--- config.mk ---
export PLATFORM = sky130hd
export DESIGN_NAME = spu_mem_stage
export DESIGN_NICKNAME = d
export VERILOG_FILES = /design/src/rtl/spu_mem_stage.sv
export SDC_FILE = /design/constraint.sdc
export NUM_CORES = 1
export LEC_CHECK = 0
export CAP_MARGIN = 20
export CORE_AREA = 2 2 325 327
export DETAILED_ROUTE_END_ITERATION = 12
export DIE_AREA = 0 0 327 329
export PLACE_DENSITY = 0.48
export SYNTH_ARGS = -nofsm -noshare
export SYNTH_HDL_FRONTEND = slang
export SYNTH_SLANG_ARGS = --single-unit
--- constraint.sdc ---
create_clock -name clk -period 4.88 [get_ports clk]
set_input_delay 0.976 -clock clk [delete_from_list [all_inputs] [get_ports clk]]
set_output_delay 0.976 -clock clk [all_outputs]
set_load 0.05 [all_outputs]
--- src/rtl/spu_mem_stage.sv ---
// spu_mem_stage: SPU memory stage between EX/MEM and MEM/WB.
// Quadword loads/stores go to the local store over a req/ack handshake.
// Upstream is stalled while an access is outstanding. Non-memory
// instructions pass through with one cycle of latency.
//
// Ports:
//   clk, reset (async, active-low)
//   valid_in, is_load_in, is_store_in, addr_in, store_data_in,
//   ALUResult_in, RegisterRT_in, reg_write_in  : from EX/MEM
//   stall                                      : hold upstream
//   ls_req, ls_we, ls_addr, ls_wdata           : to local store
//   ls_ack, ls_rdata                           : from local store
//   valid_out, readData_out, ALUResult_out,
//   RegisterRT_out, reg_write_out, mem_err     : to MEM/WB
module spu_mem_stage #(
    parameter int unsigned DATA_W         = 128,
    parameter int unsigned REG_W          = 7,
    parameter int unsigned LS_ADDR_W      = 18,
    parameter int unsigned TIMEOUT_CYCLES = 255
) (
    input  logic                   clk,
    input  logic                   reset,
    input  logic                   valid_in,
    input  logic                   is_load_in,
    input  logic                   is_store_in,
    input  logic [LS_ADDR_W-1:0]   addr_in,
    input  logic [DATA_W-1:0]      store_data_in,
    input  logic [DATA_W-1:0]      ALUResult_in,
    input  logic [REG_W-1:0]       RegisterRT_in,
    input  logic                   reg_write_in,
    output logic                   stall,
    output logic                   ls_req,
    output logic                   ls_we,
    output logic [LS_ADDR_W-5:0]   ls_addr,
    output logic [DATA_W-1:0]      ls_wdata,
    input  logic                   ls_ack,
    input  logic [DATA_W-1:0]      ls_rdata,
    output logic                   valid_out,
    output logic [DATA_W-1:0]      readData_out,
    output logic [DATA_W-1:0]      ALUResult_out,
    output logic [REG_W-1:0]       RegisterRT_out,
    output logic                   reg_write_out,
    output logic                   mem_err
);

    localparam int unsigned CNT_W =
        (TIMEOUT_CYCLES == 0) ? 1 : $clog2(TIMEOUT_CYCLES + 1);
    localparam logic [CNT_W-1:0] TO_VAL = CNT_W'(TIMEOUT_CYCLES);

    typedef enum logic {IDLE, ACCESS} state_t;

    state_t             state, state_nxt;
    logic [CNT_W-1:0]   cnt;
    logic               timeout_hit;
    logic               accept, pass, finish_ack, finish_to;

    logic [DATA_W-1:0]  lat_alu;
    logic [REG_W-1:0]   lat_rt;
    logic               lat_rw;

    // Quadword addressing: the low nibble is intentionally dropped.
    logic               unused_addr_lo;
    assign unused_addr_lo = ^addr_in[3:0];

    assign stall       = (state == ACCESS);
    assign timeout_hit = (TIMEOUT_CYCLES != 0) && (cnt == TO_VAL);

    always_ff @(posedge clk or negedge reset) begin
        if (!reset) state <= IDLE;
        else        state <= state_nxt;
    end

    always_comb begin
        state_nxt  = state;
        accept     = 1'b0;
        pass       = 1'b0;
        finish_ack = 1'b0;
        finish_to  = 1'b0;
        case (state)
            IDLE: begin
                if (valid_in) begin
                    if (is_load_in || is_store_in) begin
                        accept    = 1'b1;
                        state_nxt = ACCESS;
                    end else begin
                        pass = 1'b1;
                    end
                end
            end
            ACCESS: begin
                // ack takes priority over a coincident timeout
                if (ls_ack) begin
                    finish_ack = 1'b1;
                    state_nxt  = IDLE;
                end else if (timeout_hit) begin
                    finish_to = 1'b1;
                    state_nxt = IDLE;
                end
            end
            default: state_nxt = IDLE;
        endcase
    end

    always_ff @(posedge clk or negedge reset) begin
        if (!reset) begin
            cnt            <= '0;
            lat_alu        <= '0;
            lat_rt         <= '0;
            lat_rw         <= 1'b0;
            ls_req         <= 1'b0;
            ls_we          <= 1'b0;
            ls_addr        <= '0;
            ls_wdata       <= '0;
            valid_out      <= 1'b0;
            readData_out   <= '0;
            ALUResult_out  <= '0;
            RegisterRT_out <= '0;
            reg_write_out  <= 1'b0;
            mem_err        <= 1'b0;
        end else begin
            valid_out     <= 1'b0;
            reg_write_out <= 1'b0;
            mem_err       <= 1'b0;

            if (pass) begin
                valid_out      <= 1'b1;
                ALUResult_out  <= ALUResult_in;
                RegisterRT_out <= RegisterRT_in;
                reg_write_out  <= reg_write_in;
                readData_out   <= '0;
            end

            if (accept) begin
                lat_alu  <= ALUResult_in;
                lat_rt   <= RegisterRT_in;
                lat_rw   <= reg_write_in;
                ls_addr  <= addr_in[LS_ADDR_W-1:4];
                ls_we    <= is_store_in;
                ls_wdata <= store_data_in;
                ls_req   <= 1'b1;
                cnt      <= '0;
            end

            // Saturating counter: stops at the timeout value (or all-ones
            // when the timeout is disabled).
            if (state == ACCESS && !ls_ack && !timeout_hit && cnt != '1)
                cnt <= cnt + 1'b1;

            if (finish_ack) begin
                ls_req         <= 1'b0;
                valid_out      <= 1'b1;
                ALUResult_out  <= lat_alu;
                RegisterRT_out <= lat_rt;
                if (ls_we) begin
                    readData_out  <= '0;
                    reg_write_out <= 1'b0;
                end else begin
                    readData_out  <= ls_rdata;
                    reg_write_out <= lat_rw;
                end
            end

            if (finish_to) begin
                ls_req         <= 1'b0;
                valid_out      <= 1'b1;
                mem_err        <= 1'b1;
                readData_out   <= '0;
                ALUResult_out  <= lat_alu;
                RegisterRT_out <= lat_rt;
            end
        end
    end

endmodule

* After elaboration in Yosys (flattened, before gate mapping)
Index checks and enable logic that the tools add are counted.
Cells by class: equal/unequal tests 2, bitwise operators 1, multiplexer cells 36, reductions and logical operators 9, $add $sub $neg 1
Operators by type and width (number):
- 128-bit 2-to-1 mux | 7
- 1-bit 2-to-1 mux | 23
- 7-bit 2-to-1 mux | 3
- 8-bit 2-to-1 mux | 2
- 8-bit by 1-bit adder with 8-bit output (second input constant) | 1
- 8-bit == test (second input constant) | 1
- 8-bit inequality test (second input constant) | 1
- 3-bit nonzero test | 2
- 1-bit logical AND | 3
- 1-bit logical NOT | 2
- 1-bit case mux with 2 select lines | 1
- 2-bit nonzero test | 1
- 1-bit logical OR | 1
- 1-bit inverter | 1
Storage, ports and cells: register bits 555, input port bits 416

* Longest topological paths before layout
depth after elaboration 7, mapped depth 8, gate-level depth less buffers 5

* Worst setup path before layout
OpenSTA, ideal clock, no wires.
path kind input-to-reg, start in valid_in, end reg ls_wdata[46], stages 6, setup slack 2.782 ns, path buffers 2, arrival time 2.032 ns, cell sequence nor2b_1 -> o21ai_1 -> clkbuf_1 -> buf_1 -> nand2_1 -> nand2_1
On the way: longest elaborated chain between the ends 2
RTL lines:
- start: declaration | RTL line 23 | input logic valid_in,
- 1-bit 2-to-1 mux | RTL line 81 | if (valid_in) begin
- 1-bit 2-to-1 mux | RTL line 79 | case (state)
- end signal: assignment | RTL line 139 | ls_wdata <= store_data_in;
- end: declaration | RTL line 35 | output logic [DATA_W-1:0] ls_wdata,
No other way between the ends. A chain may end at the register's enable or synchronous reset.

* Worst setup path after layout
start reg RegisterRT_out[6], end out RegisterRT_out[6]
RTL lines:
- start: declaration | RTL line 41 | output logic [REG_W-1:0] RegisterRT_out,
- start signal: assignment | RTL line 128 | RegisterRT_out <= RegisterRT_in;
- start signal: assignment | RTL line 153 | RegisterRT_out <= lat_rt;
- start signal: assignment | RTL line 169 | RegisterRT_out <= lat_rt;
No word-level cell between the ends.

==> run_summary.xml <==
<?xml version="1.0" encoding="UTF-8"?>
<metrics>
  <group name="timing">
    <metric name="fmaxAchievable" unit="MHz">326</metric>
    <metric name="setup_total_negative_slack" unit="ns">0</metric>
    <metric name="unrepaired_setup_endpoints_after_global_routing" unit="">false</metric>
    <metric name="slew_headroom" unit="">0.312</metric>
    <metric name="report.final.hold_viol_count" unit="">0</metric>
    <metric name="final_period_minus_worst_setup_slack" unit="ns">3.07</metric>
    <metric name="slew_of_the_pin_with_the_lowest_slew_margin" unit="ns">1.03</metric>
    <metric name="finalSetupViolations" unit="">0</metric>
    <metric name="final-max-slew-violation-count" unit="">0</metric>
    <metric name="skew" unit="ns">0.0257</metric>
    <metric name="fin_crit_sh" unit="">0.629</metric>
  </group>
  <group name="clock_network">
    <metric name="cts_setup_buffers" unit="">0</metric>
    <metric name="clkLatencyLatePin" unit="ns">0.62</metric>
    <metric name="post_cts_resized" unit="">0</metric>
    <metric name="clockBufferDepth" unit="">3</metric>
    <metric name="numCtsBuffers" unit="">68</metric>
    <metric name="clk_pin_slew" unit="ns">0.06</metric>
    <metric name="tritoncts" unit="">built</metric>
    <metric name="cts-htree-levels" unit="">3</metric>
    <metric name="postCtsHoldBufs" unit="">0</metric>
    <metric name="clkSinkCount" unit="">555</metric>
    <metric name="clock-root-buffer" unit="">sky130_fd_sc_hd__clkbuf_16</metric>
  </group>
  <group name="grt">
    <metric name="global_route.overflow_total" unit="">0</metric>
    <metric name="grt_antenna_before_repair" unit="">13</metric>
    <metric name="first_pass_grt_wire_length" unit="mm">121</metric>
    <metric name="number_of_global_route_vias_before_repair" unit="">17900</metric>
    <metric name="grt_util_all_layers" unit="">0.149</metric>
    <metric name="grt_start_max_net_pins" unit="">184</metric>
  </group>
  <group name="synth">
    <metric name="synth.lib_cells_used.distinct" unit="">30</metric>
    <metric name="synth_top_area_cell" unit="">sky130_fd_sc_hd__dfrtp_1</metric>
    <metric name="synthTopCellsByCount" unit="">sky130_fd_sc_hd__nand2_1 (975), sky130_fd_sc_hd__dfrtp_1 (555), sky130_fd_sc_hd__mux2i_1 (135)</metric>
    <metric name="syn_area" unit="sq um">21700</metric>
    <metric name="synth.yosys.warnings" unit="">0</metric>
    <metric name="postSynthCellCount" unit="">2118</metric>
    <metric name="library_cell_with_the_highest_instance_count_after_synthesis" unit="">sky130_fd_sc_hd__nand2_1</metric>
    <metric name="synth.top_cell.area_share" unit="">0.640</metric>
    <metric name="seq_area_frac_synth" unit="">0.640</metric>
    <metric name="ys_seq_elements" unit="">555</metric>
    <metric name="synthesis.area_per_instance" unit="sq um">10.2</metric>
    <metric name="syn-num-nets" unit="">2535</metric>
    <metric name="yosys_most_used_dff" unit="">sky130_fd_sc_hd__dfrtp_1</metric>
    <metric name="synth_enable_flop_cells" unit="">0</metric>
    <metric name="ys_async_sr_fraction" unit="">1.00</metric>
    <metric name="synth_top_cells_by_area" unit="">sky130_fd_sc_hd__dfrtp_1 (64%), sky130_fd_sc_hd__nand2_1 (17%), sky130_fd_sc_hd__mux2i_1 (6.2%)</metric>
  </group>
  <group name="die">
    <metric name="fp.dieArea" unit="sq um">108000</metric>
    <metric name="die_w" unit="microns">327</metric>
    <metric name="core_region_area" unit="sq um">104000</metric>
    <metric name="row_count" unit="">119</metric>
    <metric name="initial_utilization" unit="">0.208</metric>
    <metric name="floorplan.io_pins" unit="">827</metric>
    <metric name="floorplan.die.height" unit="microns">329</metric>
  </group>
  <group name="power_and_ir_drop">
    <metric name="peakVddDrop" unit="mV">0.355</metric>
    <metric name="pwr_density_cell" unit="nW/um^2">547</metric>
    <metric name="leakagePower" unit="uW">0.0151</metric>
    <metric name="post-layout-total-power" unit="uW">18500</metric>
  </group>
  <group name="worst_setup_path">
    <metric name="crit_path_max_incr_delay" unit="ns">1.00</metric>
    <metric name="critical_path.cell_chain" unit="">clkdlybuf4s50_1</metric>
    <metric name="cp-end-kind" unit="">output pin</metric>
    <metric name="worst_path_max_delay_cell" unit="">sky130_fd_sc_hd__clkdlybuf4s50_1</metric>
    <metric name="worst-setup-path-type" unit="">register to output pin</metric>
    <metric name="critPathArrivalTime" unit="ns">2.09</metric>
    <metric name="path_max_fanout" unit="">2</metric>
    <metric name="cp.required" unit="ns">3.90</metric>
    <metric name="path_buf_inv" unit="">1</metric>
    <metric name="critical-path-top-delay-family" unit="">buffers and inverters</metric>
    <metric name="cp-start-kind" unit="">register</metric>
  </group>
  <group name="finish">
    <metric name="synthToLayoutAreaGrowth" unit="%">56.0</metric>
    <metric name="drive_above_1_share" unit="">0.0523</metric>
    <metric name="post-route-cell-area" unit="sq um">33800</metric>
    <metric name="fin_nets" unit="">3332</metric>
  </group>
  <group name="run">
    <metric name="drv_cap" unit="">0</metric>
  </group>
  <group name="place">
    <metric name="port_buffer_cells" unit="">822</metric>
    <metric name="post-dp-hpwl" unit="mm">58.7</metric>
    <metric name="finalWeightedCongestion" unit="">0.787</metric>
    <metric name="placed_cell_area" unit="sq um">31600</metric>
  </group>
  <group name="drt">
    <metric name="detail_route.drc_violations" unit="">0</metric>
    <metric name="met2_length" unit="mm">40.1</metric>
    <metric name="post_drt_via_cell_ratio" unit="">4.08</metric>
    <metric name="met3_wl" unit="mm">5.66</metric>
    <metric name="wl_met1" unit="mm">35.1</metric>
    <metric name="wl" unit="mm">83.2</metric>
    <metric name="drtAntennaViolNets" unit="">0</metric>
    <metric name="top_layer_used" unit="">met5</metric>
    <metric name="drt_iter0_markers" unit="">1030</metric>
    <metric name="dr.pass1.iters" unit="">5</metric>
    <metric name="detailroute.via_count" unit="">17800</metric>
    <metric name="wl_per_cell" unit="microns">19.1</metric>
  </group>
  <group name="hold_path">
    <metric name="hold_path.class" unit="">input pin to asynchronous set/reset pin</metric>
  </group>
  <group name="outcome">
    <metric name="result_of_the_run" unit="">finished clean</metric>
  </group>
</metrics>
-- worst reg2reg max path, delay by kind of cell, from the launching register on --
family | cells | cell delay [ns]
buffers and inverters | 2 | 0.83
multiplexers | 1 | 0.20
AND/OR/NAND/NOR | 2 | 0.80
AO/OA/AOI/OAI | 1 | 0.09
flip-flops | 1 | 0.47
-- cell usage in the layout (no fill, tap or decap), types with 4 or more instances in the layout --
cell	count
sky130_fd_sc_hd__clkbuf_1	13
sky130_fd_sc_hd__nand2_1	975
sky130_fd_sc_hd__nor2_1	5
sky130_fd_sc_hd__clkdlybuf4s50_1	821
sky130_fd_sc_hd__o21ai_1	40
sky130_fd_sc_hd__nand4_1	4
sky130_fd_sc_hd__diode_2	8
sky130_fd_sc_hd__o21ai_0	100
sky130_fd_sc_hd__buf_4	27
sky130_fd_sc_hd__nand3_1	7
sky130_fd_sc_hd__clkinv_2	8
sky130_fd_sc_hd__mux2i_1	135
sky130_fd_sc_hd__clkbuf_8	17
sky130_fd_sc_hd__clkbuf_16	71
sky130_fd_sc_hd__buf_12	16
sky130_fd_sc_hd__a22o_1	130
sky130_fd_sc_hd__dfrtp_1	555
-- area by class of cell --
class,instances,area [sq um]
Fill cell,10700,70500
Sequential cell,555,13900
Timing Repair Buffer,865,8760
Multi-Input combinational cell,1423,7170
Clock buffer,101,2060
Tap cell,1391,1740
Clock inverter,17,196
Antenna cell,8,20.0
Inverter,2,7.51
-- worst paths after layout --
kind,start,endpoint,slack (ns),cells past startpoint
hold reg to reg,ls_wdata[125]$_DFFE_PN0P_,ls_wdata[125]$_DFFE_PN0P_,0.47,2
max in group asynchronous,reset,readData_out[11]$_DFFE_PN0P_,3.28,2
setup reg to reg,stall$_DFF_PN0_,ALUResult_out[83]$_DFFE_PN0P_,2.32,6
hold / removal,reset,ls_wdata[119]$_DFFE_PN0P_,0.42,1
setup / recovery,RegisterRT_out[6]$_DFFE_PN0P_,RegisterRT_out[6],1.81,1
min in group clk,ls_wdata[125]$_DFFE_PN0P_,ls_wdata[125]$_DFFE_PN0P_,0.47,2
-- state kept, by name (all words and copies together), names as in the netlist --
register	flops
lat_rw	1
lat_rt	7
lat_alu	128
ls_we	1
ls_wdata	128
valid_out	1
readData_out	128
cnt	8
ALUResult_out	128
reg_write_out	1
RegisterRT_out	7
ls_req	1
mem_err	1
ls_addr	14
stall	1
-- logic make-up (layout without fill, tap and decap cells) --
| logic type | count (synthesis) | after routing | share of synthesized area |
|---|---|---|---|
| compound gates | 282 | 282 | 0.0885 |
| xor+xnor | 3 | 3 | 0.00121 |
| fa+ha+maj | 1 | 1 | 0.000577 |
| buf+inv | 140 | 985 | 0.0316 |
| flops | 555 | 555 | 0.640 |
| mux | 135 | 135 | 0.0623 |
| other cells | 0 | 8 | 0 |
| simple gates | 1002 | 1002 | 0.175 |
-- stage by stage --
step	setup WS, ns	util	hold WS (ns)	std cells
floorplan	2.78	-	0.446	2118
CTS	1.72	0.324	0.427	4354
global placement	1.49	0.302	0.457	4236
finish	1.81	0.324	0.423	4362
global route	1.72	0.324	0.457	4361
detailed placement	1.46	0.302	0.461	4236
-- layer usage --
layer	vias to the layer above	GRT usage
met5	-	0
met4	8	0.0483
met1	8611	0.190
li1	8521	-
met3	121	0.0476
met2	521	0.240
-- report_power, final --
group | leakage, uW | internal, uW | switching (uW)
clock | 0.00111 | 3080 | 2100
sequential | 0.00702 | 5700 | 662
combinational | 0.00694 | 2330 | 4640
total | 0.0151 | 11100 | 7400
Power figures use the tool's default switching activity.
